--- src/rtl/classname.sv ---
// Registered 3-input LUT with a writable truth table and an optional
// saturating counter of f rising edges (enable with CLASSNAME_EDGE_CNT_EN).
module classname #(
    parameter logic [7:0] LUT_INIT = 8'hE8,
    parameter int         CNT_W    = 16
) (
    input  logic             clk,
    input  logic             rst_n,
    input  logic             x1,
    input  logic             x2,
    input  logic             x3,
    input  logic             lut_we,
    input  logic [7:0]       lut_wdata,
    output logic             f,
    output logic             f_valid
`ifdef CLASSNAME_EDGE_CNT_EN
    ,
    output logic [CNT_W-1:0] edge_cnt
`endif
);

    logic [2:0] m;
    logic [7:0] lut_q, lut_d;
    logic       f_q, f_d;
    logic       vld_q;

    assign m = {x1, x2, x3};

    // f reads the table as it stands before this edge, so a write lands one cycle later
    always_comb begin
        lut_d = lut_we ? lut_wdata : lut_q;
        f_d   = lut_q[m];
    end

    always_ff @(posedge clk or negedge rst_n) begin
        if (!rst_n) begin
            lut_q <= LUT_INIT;
            f_q   <= 1'b0;
            vld_q <= 1'b0;
        end else begin
            lut_q <= lut_d;
            f_q   <= f_d;
            vld_q <= 1'b1;
        end
    end

    assign f       = f_q;
    assign f_valid = vld_q;

`ifdef CLASSNAME_EDGE_CNT_EN
    logic [CNT_W-1:0] cnt_q, cnt_d;
    logic             rise;

    // only count rises once f already held a computed value
    assign rise = f_d & ~f_q & vld_q;

    always_comb begin
        cnt_d = cnt_q;
        if (rise && (cnt_q != {CNT_W{1'b1}}))
            cnt_d = cnt_q + 1'b1;
    end

    always_ff @(posedge clk or negedge rst_n) begin
        if (!rst_n) cnt_q <= '0;
        else        cnt_q <= cnt_d;
    end

    assign edge_cnt = cnt_q;
`endif

endmodule

--- config.mk ---
export PLATFORM = sky130hd
export DESIGN_NAME = classname
export DESIGN_NICKNAME = d
export VERILOG_FILES = /design/src/rtl/classname.sv
export SDC_FILE = /design/constraint.sdc
export NUM_CORES = 1
export LEC_CHECK = 0
export CAP_MARGIN = 20
export CORE_AREA = 2 2 39 41
export CTS_CLUSTER_SIZE = 28
export DETAILED_ROUTE_END_ITERATION = 10
export DIE_AREA = 0 0 41 43
export PLACE_DENSITY = 0.61
export SYNTH_ARGS = -nofsm -noshare
export SYNTH_HDL_FRONTEND = slang
export SYNTH_SLANG_ARGS = --single-unit
--- constraint.sdc ---
create_clock -name clk -period 1.6 [get_ports clk]
set_input_delay 0.24 -clock clk [delete_from_list [all_inputs] [get_ports clk]]
set_output_delay 0.24 -clock clk [all_outputs]
set_load 0.01 [all_outputs]
==> run_results.csv, run 1 <==
group,metric,value,unit
placed_design,pre_cts_ws,-0.125,ns
power_and_ir_drop,report.power.total,0.614,mW
power_and_ir_drop,p_per_area,991,mW/mm^2
timing,fin_ws,0.160,ns
floorplan,std_cell_rows,14,
clocking,cts_tree,"done",
global_routing,grt_max_degree,11,
routing,vias_per_cell,4.68,
routing,first_iter_violations,5,
layout,antenna_cells,0,
timing,finalCriticalPeriod,1.44,ns
yosys,syn_area,417,um^2
global_routing,grt_first_pass_wirelength,1.24,mm
clocking,clk_latency,0.26,ns
global_routing,grt_use_total,11.2,%
timing,finalSetupViolations,0,
timing,setup_tns,0,ns
worst_setup_path,crit_arrival,1.59,ns
power_and_ir_drop,peakVddDrop,0.359,mV
placed_design,place_congestion,0.558,
timing,finalCritPeriodShare,90.0,%
layout,nFillCells,122,
job,max_cap_violations,0,
yosys,ys_ff_latch,10,
floorplan,core_area,0.00138,mm^2
clocking,h-tree-depth,1,
layout,seqCellArea,255,um^2
routing,drcViolationCount,0,
placed_design,port_buffers,15,
layout,fin_cells,57,
worst_setup_path,start_kind,"primary input",
floorplan,num_io_pins,16,
layout,fin_nets,56,
layout,utilization,44.8,%
yosys,syn_nets,37,
global_routing,grt_antenna_before_repair,0,
routing,vias,267,
worst_setup_path,crit-reg2reg-launch,"lut_q[1]",
clocking,cts.sinks,10,
routing,wl_per_cell,12.5,um
routing,wl,711,um
worst_setup_path,path_max_fanout,2,
timing,max_freq,694,MHz
clocking,clockBufferDepth,2,
clocking,clkTransAtPathRegs,0.07,ns
worst_setup_path,crit_required,1.75,ns
worst_setup_path,r2r-end,"f",
routing,ant_nets,0,
worst_setup_path,end_kind,"register",
timing,slew_violations,0,
outcome,outcome,"finished clean",
worst_setup_path,path_class,"primary input to register",
clocking,hold_buffers,0,
routing,drt_first_pass_iters,4,
timing,finalClockSkew,0.00395,ns
global_routing,grt-ovfl-total,0,
yosys,ys_seq_area_share,61.3,%
worst_hold_path,hp-class,"primary input to asynchronous set/reset pin",
placed_design,dp.cells,53,
yosys,yosysWarnings,0,
yosys,synthCells,23,
clocking,ctsResizeCount,0,
timing,whs,0.295,ns
yosys,avgSynthCellArea,18.1,um^2
floorplan,die_area,0.00176,mm^2
timing,rsz0062_at_grt,"false",
clocking,cts_buffers,3,
floorplan,start_util,30.1,%
timing,final_hold_viol_count,0,
placed_design,post_dp_cell_area,583,um^2
power_and_ir_drop,leakage,0.252,nW
clocking,post_cts_buffers,0,
layout,drive_gt1_share,41.5,%
layout,fin_area,619,um^2
layout,multi_input_area,158,um^2
worst_setup_path,r2r_setup_slack,0.35,ns
floorplan,die_x,41,um
yosys,synth_cell_types,6,
global_routing,grt_pass1_vias,298,
clocking,root_buffer,"clkbuf_4",
layout,areaGrowthSynthToFinish,48.6,%
floorplan,die_y,43,um
worst_setup_path,rr_worst_depth,2,
## layout make-up
cell class                 count  share of cell area (%)
tap                           16                    3.23
clock buffer                   4                    5.86
sequential                    10                    41.2
multi-input combinational     12                    25.5
timing repair buffer          15                    24.2
## critical path: stages
cell,delay (ns)
clkdlybuf4s50_1,0.51
mux4_1,0.56
mux2_2,0.28
## placed cells by master, fill, tap and decap left out, drive strengths merged
cell type       n
conb            1
clkbuf          4
clkdlybuf4s50  15
mux2            9
dfstp           4
mux4            2
dfrtp           6
## how the worst max path moves through the flow
stage / start / endpoint / cells after the start
floorplan: lut_q[1] / f / 2
global placement: x3 / f / 3
detailed placement: x3 / f / 3
CTS: x3 / f / 3
global route: x3 / f / 3
finish: x3 / f / 3
## registers in the layout, summed over array words and instances, names as in the netlist
name	cells
lut_q	8
f_valid	1
f	1
## where the power goes
part	internal (mW)	switching [mW]
registers	0.286	0.0102
clock network	0.138	0.0841
logic	0.0689	0.0262
## routing by layer
layer  vias to the layer above  wire, um  share of wire, %  track usage [%]
met5                         -         0                 0                0
met2                         8       427                60             17.5
met3                         0        46               6.5             4.71
li1                        120         -                 -                -
met1                       139       236                33             11.1
met4                         0         0                 0             8.00
## cell usage after synthesis
master / count / area [um^2]
dfstp_2: 4 / 105
mux4_1: 2 / 52.6
clkbuf_1: 1 / 3.75
mux2_2: 9 / 101
conb_1: 1 / 3.75
dfrtp_1: 6 / 150
## kinds of logic (layout without fill, tap and decap cells)
| kind of cell | count (synthesis) | in the layout | share of synthesized area, % |
|---|---|---|---|
| muxes | 11 | 11 | 36.9 |
| buffers and inverters | 1 | 19 | 0.900 |
| DFF | 10 | 10 | 61.3 |
| other | 1 | 1 | 0.900 |
(Power assumes the default switching activity.)
==> run 2, diff against run 1 <==
Settings changed: RECOVER_POWER from default to 50, REMOVE_ABC_BUFFERS from default to 1.
==> run_results.csv, run 2 (synthesis results as in run 1) <==
group,metric,value,unit
routing,wl,675,um
layout,areaGrowthSynthToFinish,48.6,%
timing,slew_violations,0,
worst_hold_path,hp-class,"primary input to asynchronous set/reset pin",
routing,wl_per_cell,11.8,um
job,max_cap_violations,0,
layout,fin_nets,56,
global_routing,grt_first_pass_wirelength,1.15,mm
clocking,post_cts_buffers,0,
layout,antenna_cells,0,
power_and_ir_drop,leakage,0.252,nW
power_and_ir_drop,peakVddDrop,0.564,mV
layout,final_cell_mix,"clkdlybuf4s50_1, mux2_2, dfrtp_1",
worst_setup_path,path_class,"primary input to register",
routing,drt_first_pass_iters,2,
timing,rsz0062_at_grt,"false",
global_routing,grt-ovfl-total,0,
outcome,outcome,"finished clean",
timing,setup_tns,0,ns
global_routing,grt_pass1_vias,311,
clocking,cts_buffers,3,
timing,final_hold_viol_count,0,
worst_setup_path,r2r-end,"f",
timing,max_freq,684,MHz
worst_setup_path,r2r_setup_slack,0.35,ns
routing,first_iter_violations,2,
floorplan,die_area,0.00176,mm^2
placed_design,dpl.hpwl,565,um
clocking,clockBufferDepth,2,
floorplan,std_cell_rows,14,
timing,finalClockSkew,0.00278,ns
timing,finalSetupViolations,0,
floorplan,start_util,30.1,%
routing,ant_nets,0,
worst_setup_path,crit_required,1.74,ns
floorplan,core_area,0.00138,mm^2
clocking,clkTransAtPathRegs,0.06,ns
floorplan,num_io_pins,16,
routing,vias_per_cell,4.44,
worst_setup_path,start_kind,"primary input",
layout,largest_register,"lut_q",
clocking,clk_latency,0.26,ns
global_routing,grt_antenna_before_repair,0,
routing,vias,253,
routing,drcViolationCount,0,
layout,largest_reg_flops,8,
timing,finalCriticalPeriod,1.46,ns
clocking,cts.sinks,10,
worst_setup_path,crit-reg2reg-launch,"lut_q[3]",
clocking,h-tree-depth,1,
clocking,cts_tree,"done",
power_and_ir_drop,p_per_area,982,mW/mm^2
worst_setup_path,path_max_fanout,2,
global_routing,grt_use_total,10.6,%
placed_design,port_buffers,15,
layout,final_common_cell,"clkdlybuf4s50_1",
clocking,root_buffer,"clkbuf_4",
placed_design,place_congestion,0.573,
floorplan,die_y,43,um
global_routing,grt_max_degree,11,
timing,finalCritPeriodShare,91.3,%
layout,drive_gt1_share,41.5,%
worst_setup_path,crit_arrival,1.60,ns
clocking,hold_buffers,0,
timing,whs,0.361,ns
layout,utilization,44.8,%
worst_setup_path,end_kind,"register",
clocking,ctsResizeCount,0,
worst_setup_path,rr_worst_depth,2,
power_and_ir_drop,report.power.total,0.608,mW
floorplan,die_x,41,um
[run 2: cell types whose count changed in the layout (fill, tap and decap cells not counted)]
cell,previous run,this run
dlygate4sd3_1,0,1
clkdlybuf4s50_1,15,14
[run 2: stage by stage]
stage                     area [um^2]  cells  worst slack [ns]
after global routing              619     57             0.137
after detailed placement          583     53            -0.143
after global placement            583     53           -0.0794
final                             619     57             0.138
after CTS                         619     57             0.128
after floorplan                   413     22             0.398
[run 2: layout make-up]
class / count / area, um^2
Fill cell: 129 / 764
Timing Repair Buffer: 15 / 150
Multi-Input combinational cell: 12 / 158
Tap cell: 16 / 20.0
Clock buffer: 4 / 36.3
Sequential cell: 10 / 255
[run 2: power by group]
group	internal, mW	switching [mW]
Sequential	0.286	0.0102
Clock	0.138	0.0795
Combinational	0.0684	0.0261
[run 2: how the worst max path moves through the flow]
stage,start,endpoint,slack [ns]
floorplan,lut_q[1],f,0.40
global placement,x3,f,-0.08
detailed placement,x3,f,-0.14
CTS,x3,f,0.13
global route,x3,f,0.14
finish,x3,f,0.14
[run 2: critical path: stages]
cell             delay (ns)
clkdlybuf4s50_1        0.52
mux4_1                 0.57
mux2_2                 0.27
[run 2: per-layer routing]
| layer | GRT usage [%] | up-vias | routed length [um] |
|---|---|---|---|
| li1 | - | 121 | - |
| met1 | 8.75 | 123 | 245 |
| met2 | 16.9 | 7 | 376 |
| met3 | 6.28 | 2 | 44 |
| met4 | 8.00 | 0 | 8 |
| met5 | 0 | - | 0 |
